### src/rtl/game_sequencer.sv
// Red-Light-Green-Light game controller: screen state, light phase timer,
// movement-violation detection and life tracking.
module game_sequencer #(
    parameter logic [31:0] GREEN_CYCLES = 32'd150_000_000,
    parameter logic [31:0] RED_CYCLES   = 32'd100_000_000,
    parameter logic [31:0] GRACE_CYCLES = 32'd25_000_000,
    parameter logic [1:0]  LIVES        = 2'd3
) (
    input  logic       clk_d,
    input  logic       reset,
    input  logic       start_key,
    input  logic       move,
    input  logic       reached_finish,
    output logic [1:0] state,
    output logic       display_red,
    output logic       display_green,
    output logic [1:0] hearts,
    output logic       hit
);

    typedef enum logic [1:0] {
        ST_START = 2'b00,
        ST_GAME  = 2'b01,
        ST_WON   = 2'b10,
        ST_OVER  = 2'b11
    } state_t;

    state_t      state_r, state_nxt;
    logic        red_r, red_nxt;
    logic        green_r, green_nxt;
    logic [1:0]  hearts_r, hearts_nxt;
    logic        hit_r, hit_nxt;
    logic [31:0] count_r, count_nxt;
    logic        hit_flag_r, hit_flag_nxt;
    logic        key_prev;
    logic        press;
    logic        violation;
    logic        game_lost;

    assign press     = start_key & ~key_prev;
    // hit_flag limits the penalty to one life per red phase
    assign violation = (state_r == ST_GAME) && red_r && (count_r >= GRACE_CYCLES)
                       && move && !hit_flag_r;
    assign game_lost = violation && (hearts_r == 2'd1);

    always_ff @(posedge clk_d or posedge reset) begin
        if (reset) begin
            state_r    <= ST_START;
            red_r      <= 1'b0;
            green_r    <= 1'b0;
            hearts_r   <= 2'd0;
            hit_r      <= 1'b0;
            count_r    <= 32'd0;
            hit_flag_r <= 1'b0;
            key_prev   <= 1'b0;
        end else begin
            state_r    <= state_nxt;
            red_r      <= red_nxt;
            green_r    <= green_nxt;
            hearts_r   <= hearts_nxt;
            hit_r      <= hit_nxt;
            count_r    <= count_nxt;
            hit_flag_r <= hit_flag_nxt;
            key_prev   <= start_key;
        end
    end

    always_comb begin
        state_nxt    = state_r;
        red_nxt      = red_r;
        green_nxt    = green_r;
        hearts_nxt   = hearts_r;
        hit_nxt      = 1'b0;
        count_nxt    = count_r;
        hit_flag_nxt = hit_flag_r;

        case (state_r)
            ST_START: begin
                red_nxt    = 1'b0;
                green_nxt  = 1'b0;
                hearts_nxt = 2'd0;
                if (press) begin
                    state_nxt    = ST_GAME;
                    hearts_nxt   = LIVES;
                    green_nxt    = 1'b1;
                    count_nxt    = 32'd0;
                    hit_flag_nxt = 1'b0;
                end
            end

            ST_GAME: begin
                count_nxt = count_r + 32'd1;
                if (green_r && (count_r == GREEN_CYCLES - 32'd1)) begin
                    red_nxt      = 1'b1;
                    green_nxt    = 1'b0;
                    count_nxt    = 32'd0;
                    hit_flag_nxt = 1'b0;
                end else if (red_r && (count_r == RED_CYCLES - 32'd1)) begin
                    red_nxt   = 1'b0;
                    green_nxt = 1'b1;
                    count_nxt = 32'd0;
                end

                if (violation) begin
                    hearts_nxt   = hearts_r - 2'd1;
                    hit_nxt      = 1'b1;
                    hit_flag_nxt = 1'b1;
                end

                // Losing the last life outranks reaching the finish on the same edge
                if (game_lost || reached_finish) begin
                    state_nxt = game_lost ? ST_OVER : ST_WON;
                    red_nxt   = 1'b0;
                    green_nxt = 1'b0;
                    count_nxt = count_r;
                end
            end

            ST_WON, ST_OVER: begin
                if (press) begin
                    state_nxt  = ST_START;
                    hearts_nxt = 2'd0;
                end
            end

            default: state_nxt = ST_START;
        endcase
    end

    assign state         = state_r;
    assign display_red   = red_r;
    assign display_green = green_r;
    assign hearts        = hearts_r;
    assign hit           = hit_r;

endmodule

### config.mk
export PLATFORM = sky130hd
export DESIGN_NAME = game_sequencer
export DESIGN_NICKNAME = d
export VERILOG_FILES = /design/src/rtl/game_sequencer.sv
export SDC_FILE = /design/constraint.sdc
export NUM_CORES = 1
export LEC_CHECK = 0
export ABC_AREA = 1
export CAP_MARGIN = 20
export CORE_MARGIN = 4
export CORE_UTILIZATION = 50
export CTS_BUF_LIST = sky130_fd_sc_hd__clkbuf_2
export CTS_CLUSTER_DIAMETER = 120
export DETAILED_ROUTE_END_ITERATION = 8
export PLACE_DENSITY = 0.67
export RECOVER_POWER = 25
export SYNTH_ARGS = -nofsm -noshare
export SYNTH_HDL_FRONTEND = slang
export SYNTH_SLANG_ARGS = --single-unit
### constraint.sdc
create_clock -name clk_d -period 3.25 [get_ports clk_d]
set_input_delay 0.975 -clock clk_d [delete_from_list [all_inputs] [get_ports clk_d]]
set_output_delay 0.975 -clock clk_d [all_outputs]
set_load 0.01 [all_outputs]
==> impl_metrics.tcl, run 1 <==
set metrics [dict create \
    synthAdderAreaFrac_pct 1.215 \
    vias 2953 \
    met3_usage_pct 2.662 \
    synthesis.nets 476 \
    tightest_slew_ns 1.031 \
    path_clk_slew_ns 0.23 \
    synth_ff_type "dfrtp_1" \
    cts_tree "yes" \
    reg2reg_slack_ns 0.86 \
    critPathSlowestCell "clkdlybuf4s50_1" \
    fmax_mhz 403.4 \
    postSynth.asyncResetShare_pct 100.0 \
    fillers 622 \
    wl_per_cell_um 15.46 \
    gpl.final_weighted_congestion 0.9465 \
    end_kind "output pin" \
    hold_start "hit_flag_r$_DFFE_PP0P_" \
    crit_path_max_incr_delay_ns 0.58 \
    power.total_mw 1.341 \
    seq_power_share_pct 45.7 \
    cts-root-buf "clkbuf_2" \
    syn_avg_cell_area_um2 6.604 \
    grt-ovfl-total 0 \
    worst_r2r_endpoint "count_r[8]$_DFFE_PP0P_" \
    drtIter0Drc 149 \
    fin_ws_ns 0.7708 \
    io_pins 12 \
    syn2layout_area_growth_pct 6.235 \
    synth_xor_area_share_pct 5.668 \
    diodes 0 \
    rr_startpoint "count_r[1]$_DFFE_PP0P_" \
    holdPathStages 2 \
    hp-class "reg -> reg" \
    multi_input_area_mm2 0.001779 \
    mostFrequentLayoutCells "nand2_1 (133), nor2_1 (78), nand3_1 (46)" \
    fin_crit_ns 2.479 \
    post_synth_instance_area_mm2 0.003090 \
    design.die.area_mm2 0.007503 \
    powerDensity_mw_per_mm2 408.5 \
    use_met1_pct 35.31 \
    rsz0062_at_grt "no" \
    cp_max_fo 7 \
    ys_seq_area_share_pct 33.20 \
    top_usage_layer "met2" \
    intPower_uw 772.0 \
    hold_path_end "hit_flag_r$_DFFE_PP0P_" \
    grt_use_total_pct 25.02 \
    cp_top_family "buffers and inverters" \
    max-clock-path-buffers 2 \
    setup_viol 0 \
    synth_top_family_by_area "simple AND/OR/NAND/NOR gates" \
    hold_ws_ns 0.5171 \
    path_depth 1 \
    cts_sinks 41 \
    cts_hold_buf 0 \
    start_util_pct 51.89 \
    ant_nets 0 \
    fin_crit_sh_pct 76.28 \
    combPwrFrac_pct 36.8 \
    post-route-drc-count 0 \
    cts_max_level 2 \
    dp_slack_ns 0.3474 \
    slew_headroom_pct 31.29 \
    ys_ff_latch 41 \
    cts-buffers-inserted 5 \
    cts_setup_buffers 0 \
    drt-total-wl_um 8549 \
    cp.arrival_ns 1.50 \
    synth_edf_count 0 \
    std_cell_rows 28 \
    synth-compound-area-share_pct 6.761 \
    final-hold-violation-count 0 \
    switching_share_pct 42.44 \
    nets 485 \
    fin_cells 553 \
    grt_pass1_wl_um 14610 \
    cts_resized 0 \
    slew_viol_final 0 \
    ir_worst_vdd_uv 408.3 \
    clkLatencyLatePin_ns 0.41 \
    antenna_found_initial 0 \
    final_common_cell "nand2_1" \
    drv_cap 0 \
    core_mm2 0.005956 \
    grt_max_degree 48 \
    switching_power_uw 569.1 \
    final_layout_size_suffix_gt1_share_pct 8.368 \
    p_leak_nw 1.380 \
    reg2reg_depth 10 \
    postSynthCellCount 468 \
    tns_ns 0 \
    fp.dieH_um 86.62 \
    dp_cells 545 \
    place_hpwl_um 6700 \
    fp.dieW_um 86.62 \
    worst-path-buf-inv 1 \
    muxShareOfSynthArea_pct 0.7287 \
    crit_required_ns 2.27 \
    synth_simple_gate_area_share_pct 43.20 \
    crit_type "reg -> out" \
    clock_power_share_pct 17.6 \
    grt_pass1_vias 2923 \
    vias_per_cell 5.340 \
    seq_area_mm2 0.001026 \
    drt_first_pass_iters 5 \
    grtUsageMet2_pct 40.26 \
    crit_path_start "state[0]$_DFFE_PP0P_" \
    clock_skew_ns 0.01644 \
    yosysWarnings 0 \
    io_buffer_count 11 \
    status "completed" \
    start_kind "register" \
    critical_path.cell_chain "clkdlybuf4s50_1" \
    yosys.cell_types.count 30 \
]
power by group through the flow:
stage | logic, mW | registers [mW] | clock network [mW]
detailed placement | 0.498 | 0.621 | 0
global route | 0.563 | 0.624 | 0.263
finish | 0.493 | 0.612 | 0.236
global placement | 0.487 | 0.619 | 0
floorplan | 0.362 | 0.622 | 0
CTS | 0.500 | 0.611 | 0.242
flip-flops by register name, summed over array words and instances (netlist names):
name	cells
key_prev	1
display_green	1
hit	1
hit_flag_r	1
state	2
display_red	1
hearts	2
count_r	32
layout make-up:
| class | instances | area share, % |
|---|---|---|
| multi-input combinational | 361 | 54.19 |
| sequential | 41 | 31.25 |
| inverter | 51 | 5.831 |
| timing repair buffer | 17 | 4.649 |
| tap | 75 | 2.858 |
| clock buffer | 6 | 0.9146 |
| clock inverter | 2 | 0.3049 |
metal layers:
metal  vias up  part of all wire (%)
li1       1516                     -
met1      1356                    49
met2        62                    46
met3        19                   3.2
met4         0                   2.0
met5         -                     0
worst max path at each step:
stage	to	slack (ns)
global route	count_r[28]$_DFFE_PP0P_	0.58
finish	state[0]	0.77
CTS	state[0]	0.77
global placement	count_r[2]$_DFFE_PP0P_	0.39
floorplan	count_r[12]$_DFFE_PP0P_	1.11
detailed placement	count_r[27]$_DFFE_PP0P_	0.35
synthesized netlist by cell type, types with 3 or more instances:
cell type	n	share of area, %
inv_1	46	5.6
ha_1	3	1.2
o21ai_2	11	3.1
o21ai_0	18	2.9
nand3_1	46	7.4
nor3_1	17	2.8
dfrtp_1	41	33
xor2_1	19	5.4
nand2_1	133	16
buf_2	6	0.97
buf_6	4	1.5
nor2_2	3	0.61
nand4_1	11	2.2
clkbuf_1	5	0.61
nor4_1	3	0.61
nand3b_1	4	0.97
inv_2	4	0.49
nor2_1	78	9.5
stage by stage:
step	instance area [µm²]	utilization, %
after floorplan	3090	-
after global placement	3246	54.50
after detailed placement	3246	54.50
after CTS	3286	55.17
after global routing	3283	55.13
final	3283	55.13
kinds of logic (layout without fill, tap and decap cells):
family	count (synthesis)	after routing
and+or+nand+nor	304	304
AOI/OAI and AO/OA	33	33
DFF	41	41
buffers and inverters	66	76
xor gates and xnor gates	20	20
adders and majority gates	3	3
muxes	1	1
(Power assumes the default switching activity.)
==> run 2: changes to the inputs <==
==> constraint.sdc (replaced) <==
create_clock -name clk_d -period 2.54 [get_ports clk_d]
set_input_delay 0.762 -clock clk_d [delete_from_list [all_inputs] [get_ports clk_d]]
set_output_delay 0.762 -clock clk_d [all_outputs]
set_load 0.01 [all_outputs]
==> run 2 against run 1 <==
  * Clock power is 64% higher
  * Utilization is 1.2 points higher
  * Die area stayed put
  * Via count is 2.3% higher
  * Clock-buffer cell count stayed put
  * Global-route usage is 0.70 points lower
  * Largest cell class unchanged
==> impl_metrics.tcl, run 2 (synthesized netlist as in run 1, its figures left out) <==
set metrics [dict create \
    status "completed" \
    clock_skew_ns 0.02241 \
    max-clock-path-buffers 2 \
    clock_power_share_pct 20.9 \
    fp.dieW_um 86.62 \
    grt_pass1_vias 2914 \
    design.die.area_mm2 0.007503 \
    fin_crit_ns 2.243 \
    p_leak_nw 1.419 \
    syn2layout_area_growth_pct 8.623 \
    vias_per_cell 5.424 \
    crit_required_ns 1.78 \
    slew_headroom_pct 28.84 \
    crit_path_max_incr_delay_ns 0.59 \
    cts_max_level 2 \
    final_common_cell "nand2_1" \
    switching_power_uw 725.5 \
    ir_worst_vdd_uv 662.3 \
    io_pins 12 \
    nets 489 \
    intPower_mw 1.126 \
    cts_sinks 41 \
    slew_viol_final 0 \
    powerDensity_mw_per_mm2 551.5 \
    cts_hold_buf 0 \
    reg2reg_slack_ns 0.40 \
    tns_ns 0 \
    cts_setup_buffers 0 \
    switching_share_pct 39.19 \
    core_mm2 0.005956 \
    largest-register "count_r" \
    cp_top_family "buffers and inverters" \
    holdPathStages 2 \
    post-route-drc-count 0 \
    mostFrequentLayoutCells "nand2_1 (133), nor2_1 (78), nand3_1 (46)" \
    start_util_pct 51.89 \
    worst-path-buf-inv 1 \
    drv_cap 0 \
    vias 3021 \
    cts_tree "yes" \
    antenna_found_initial 0 \
    io_buffer_count 11 \
    final_layout_size_suffix_gt1_share_pct 8.714 \
    place_hpwl_um 6636 \
    grt_use_total_pct 24.32 \
    crit_type "reg -> out" \
    cp_max_fo 7 \
    diodes 0 \
    rsz0062_at_grt "no" \
    grt_pass1_wl_um 14300 \
    setup_viol 0 \
    critPathSlowestCell "clkdlybuf4s50_1" \
    cts_resized 0 \
    hold_path_end "hit_flag_r$_DFFE_PP0P_" \
    start_kind "register" \
    grt_max_degree 48 \
    rr_startpoint "count_r[1]$_DFFE_PP0P_" \
    std_cell_rows 28 \
    seq_power_share_pct 42.3 \
    reg2reg_depth 11 \
    drtIter0Drc 339 \
    path_clk_slew_ns 0.21 \
    fin_crit_sh_pct 88.31 \
    fillers 589 \
    fmax_mhz 445.8 \
    cp.arrival_ns 1.48 \
    cts-root-buf "clkbuf_2" \
    hold_start "hit_flag_r$_DFFE_PP0P_" \
    combPwrFrac_pct 36.8 \
    wl_per_cell_um 15.19 \
    largest_register_ffs 32 \
    critical_path.cell_chain "clkdlybuf4s50_1" \
    drt-total-wl_um 8462 \
    fp.dieH_um 86.62 \
    clkLatencyLatePin_ns 0.41 \
    final-hold-violation-count 0 \
    drt_first_pass_iters 5 \
    grt-ovfl-total 0 \
    end_kind "output pin" \
    worst_r2r_endpoint "count_r[21]$_DFFE_PP0P_" \
    gpl.final_weighted_congestion 1.013 \
    power.total_mw 1.851 \
    ant_nets 0 \
    hp-class "reg -> reg" \
    cts-buffers-inserted 5 \
    tightest_slew_ns 1.066 \
]
-- run 2: changes by cell type in the layout (fill, tap and decap cells not counted), sizes merged --
cell and change:
bufinv +1, clkbuf -1, dlymetal6s2s +1, clkinv -1, buf +4
-- run 2: power by group through the flow --
stage                     clock network [mW]  registers (mW)  logic (mW)
after CTS                              0.397           0.782       0.686
after floorplan                            0           0.795       0.463
final                                  0.387           0.783       0.681
after detailed placement                   0           0.795       0.681
after global routing                   0.423           0.794       0.762
after global placement                     0           0.796       0.668
-- run 2: worst max-delay path by stage --
stage          slack (ns)                  from                       to  depth (start not counted)
2_1_floorplan        0.61                  move  count_r[12]$_DFFE_PP0P_                          9
3_3_place_gp         0.22                  move  count_r[24]$_DFFE_PP0P_                         10
3_5_place_dp         0.15                  move  count_r[28]$_DFFE_PP0P_                         10
4_1_cts              0.27  state[0]$_DFFE_PP0P_                 state[0]                          1
5_1_grt              0.10                 reset  count_r[21]$_DFFE_PP0P_                          3
6_report             0.30  state[0]$_DFFE_PP0P_                 state[0]                          1
-- run 2: routing by layer --
metal | routed length, µm | up-vias | GRT usage (%)
li1 | - | 1520 | -
met2 | 3858 | 106 | 38.46
met3 | 555 | 17 | 4.373
met1 | 3893 | 1378 | 34.18
met5 | 0 | - | 0
met4 | 155 | 0 | 6.657
-- run 2: through the flow --
stage          cell area, µm²  instances  hold slack, ns  worst slack [ns]  utilization, %
2_1_floorplan            3090        468          0.4433            0.6113               -
3_3_place_gp             3301        549          0.4686            0.2161           55.42
3_5_place_dp             3301        549          0.4662            0.1520           55.42
4_1_cts                  3364        557          0.5165            0.2726           56.49
5_1_grt                  3357        557          0.5638            0.1022           56.37
6_report                 3357        557          0.5166            0.2970           56.37
-- run 2: final cells by class --
cell class                 instances  area [µm²]  share of cell area (%)
clock inverter                     2       33.78                   1.006
sequential                        41        1026                   30.56
multi-input combinational        361        1779                   53.00
clock buffer                       6       30.03                  0.8945
tap                               75       93.84                   2.795
timing repair buffer              21       202.7                   6.038
inverter                          51       191.4                   5.703
==> run 3: changes to the inputs <==
--- a/config.mk
+++ b/config.mk
@@ -7,12 +7,14 @@
 export LEC_CHECK = 0
 export ABC_AREA = 1
 export CAP_MARGIN = 20
+export CELL_PAD_IN_SITES_DETAIL_PLACEMENT = 1
+export CELL_PAD_IN_SITES_GLOBAL_PLACEMENT = 2
 export CORE_MARGIN = 4
-export CORE_UTILIZATION = 50
+export CORE_UTILIZATION = 32
 export CTS_BUF_LIST = sky130_fd_sc_hd__clkbuf_2
 export CTS_CLUSTER_DIAMETER = 120
 export DETAILED_ROUTE_END_ITERATION = 8
-export PLACE_DENSITY = 0.67
+export PLACE_DENSITY_LB_ADDON = 0.1
 export RECOVER_POWER = 25
 export SYNTH_ARGS = -nofsm -noshare
 export SYNTH_HDL_FRONTEND = slang
==> constraint.sdc (replaced) <==
create_clock -name clk_d -period 2 [get_ports clk_d]
set_input_delay 0.6 -clock clk_d [delete_from_list [all_inputs] [get_ports clk_d]]
set_output_delay 0.6 -clock clk_d [all_outputs]
set_load 0.01 [all_outputs]
==> run 3 against run 2 <==
  * Critical path depth is 11 higher
  * Die area up 51%
  * Largest cell class unchanged
  * Register-to-register slack got worse by 0.35 ns
==> impl_metrics.tcl, run 3 (synthesized netlist as in run 1, its figures left out) <==
set metrics [dict create \
    tns_ns 0 \
    antenna_found_initial 0 \
    ant_nets 0 \
    met2_length_um 5664 \
    multi_input_area_mm2 0.001949 \
    crit_required_ns 2.37 \
    dp_slack_ns -0.2019 \
    largest-register "count_r" \
    cts_max_level 2 \
    start_kind "register" \
    postLayoutCellArea_mm2 0.004094 \
    fillers 1225 \
    setup_viol 0 \
    tightest_slew_ns 1.151 \
    fin_ws_ns 0.04552 \
    drv_cap 0 \
    grt_max_degree 42 \
    ir_worst_vdd_uv 491.9 \
    fin_crit_sh_pct 97.72 \
    mostFrequentLayoutCells "nand2_1 (128), nor2_1 (65), buf_4 (55)" \
    std_cell_rows 35 \
    crit_type "reg -> reg" \
    start_util_pct 33.13 \
    fp.dieW_um 106.3 \
    powerDensity_mw_per_mm2 667.9 \
    slew_viol_final 0 \
    vias 3288 \
    final_layout_size_suffix_gt1_share_pct 25.74 \
    end_kind "register" \
    final-hold-violation-count 0 \
    core_mm2 0.009328 \
    gpl.final_weighted_congestion 0.9019 \
    fmax_mhz 511.6 \
    max-clock-path-buffers 2 \
    cts-root-buf "clkbuf_2" \
    cp_max_fo 5 \
    syn2layout_area_growth_pct 32.47 \
    fp.dieH_um 106.3 \
    drtIter0Drc 99 \
    highest_layer "met4" \
    rsz0062_at_grt "yes" \
    cts_hold_buf 0 \
    drt-total-wl_um 11580 \
    clock_skew_ns 0.02845 \
    io_pins 12 \
    crit_path_max_incr_delay_ns 0.44 \
    largest_register_ffs 32 \
    status "completed" \
    fin_crit_ns 1.954 \
    final_common_cell "nand2_1" \
    cp.arrival_ns 2.33 \
    grt_use_total_pct 20.36 \
    cts_sinks 41 \
    path_clk_slew_ns 0.27 \
    drt_first_pass_iters 4 \
    grt_pass1_vias 3385 \
    hold_ws_ns 0.5404 \
    place_hpwl_um 8651 \
    wl_per_cell_um 17.32 \
    critPathSlowestCell "dfrtp_1" \
    cts_tree "yes" \
    cpMostUsedCell "nand2_1" \
    diodes 0 \
    hp-class "reg -> reg" \
    io_buffer_count 11 \
    post-route-drc-count 0 \
    dpl-instance-area_mm2 0.003686 \
    vias_per_cell 4.915 \
    critical_path.cell_chain "ha_2, nand2_2, nor2_4, buf_6, nand2_8, inv_2, nand4_1, o31ai_1, buf_4, nor2_2, nand2_1, nand2_1" \
    cts-buffers-inserted 5 \
    design.die.area_mm2 0.01129 \
    wl_met3_um 153 \
    seq_area_mm2 0.001035 \
    clkLatencyLatePin_ns 0.44 \
    slew_headroom_pct 23.24 \
    grt-ovfl-total 0 \
    grt_pass1_wl_um 17960 \
    p_leak_nw 1.757 \
    met1Wirelength_um 5649 \
    nets 547 \
]
-- run 3: cell count changes in the layout (fill, tap and decap cells not counted), sizes merged --
cell | before | now
inv | 49 | 50
buf | 9 | 65
dlygate4sd2 | 0 | 6
clkinvlp | 0 | 2
clkdlybuf4s50 | 9 | 2
bufinv | 1 | 0
clkinv | 3 | 1
clkbuf | 6 | 9
-- run 3: worst paths after layout --
kind | slack, ns | to | depth (start not counted) | from
max | 0.05 | count_r[21]$_DFFE_PP0P_ | 12 | count_r[1]$_DFFE_PP0P_
min | 0.54 | hit_flag_r$_DFFE_PP0P_ | 2 | hit_flag_r$_DFFE_PP0P_
max reg2reg | 0.05 | count_r[21]$_DFFE_PP0P_ | 12 | count_r[1]$_DFFE_PP0P_
min reg2reg | 0.54 | hit_flag_r$_DFFE_PP0P_ | 2 | hit_flag_r$_DFFE_PP0P_
max in group asynchronous | 0.30 | count_r[13]$_DFFE_PP0P_ | 3 | reset
min in group asynchronous | 0.90 | count_r[0]$_DFFE_PP0P_ | 3 | reset
-- run 3: layout make-up --
type	instances	area share, %
inverters	51	4.676
well taps	129	3.943
flip-flops and latches	41	25.27
multi-input cells	361	47.62
clock buffers	6	0.7335
clock inverters	2	0.3667
repair buffers	79	17.39
-- run 3: stage by stage --
| step | power [mW] | instances | util, % |
|---|---|---|---|
| after floorplan | 1.598 | 468 | - |
| after global placement | 2.061 | 642 | 39.52 |
| after detailed placement | 2.076 | 642 | 39.52 |
| after CTS | 2.552 | 656 | 40.66 |
| after global routing | 2.922 | 669 | 43.89 |
| final | 2.734 | 669 | 43.89 |
-- run 3: where the power goes --
| part | leakage, nW | switching [mW] | internal [mW] |
|---|---|---|---|
| sequential | 0.550 | 0.0509 | 0.909 |
| combinational | 1.18 | 0.779 | 0.570 |
| clock | 0.0252 | 0.335 | 0.0900 |
| total | 1.76 | 1.17 | 1.57 |
-- run 3: what timing repair did --
item / CTS / global route
gates resized for setup: 13 / 54
setup endpoints to repair: 16 / 35
gates cloned: 0 / 3
pin swaps: 1 / 14
setup buffers: 6 / 10
-- run 3: layer usage --
layer	GRT usage (%)	up-vias
li1	-	1635
met1	28.30	1618
met2	33.85	25
met3	2.186	10
met4	4.903	0
met5	0	-
-- run 3: critical path, delay by kind of cell (launching register included) --
family	cells	cell delay (ns)
AND/OR/NAND/NOR	7	0.55
flip-flops	1	0.44
buffers and inverters	3	0.43
AO/OA/AOI/OAI	1	0.27
adder cells (fa/ha/maj)	1	0.19
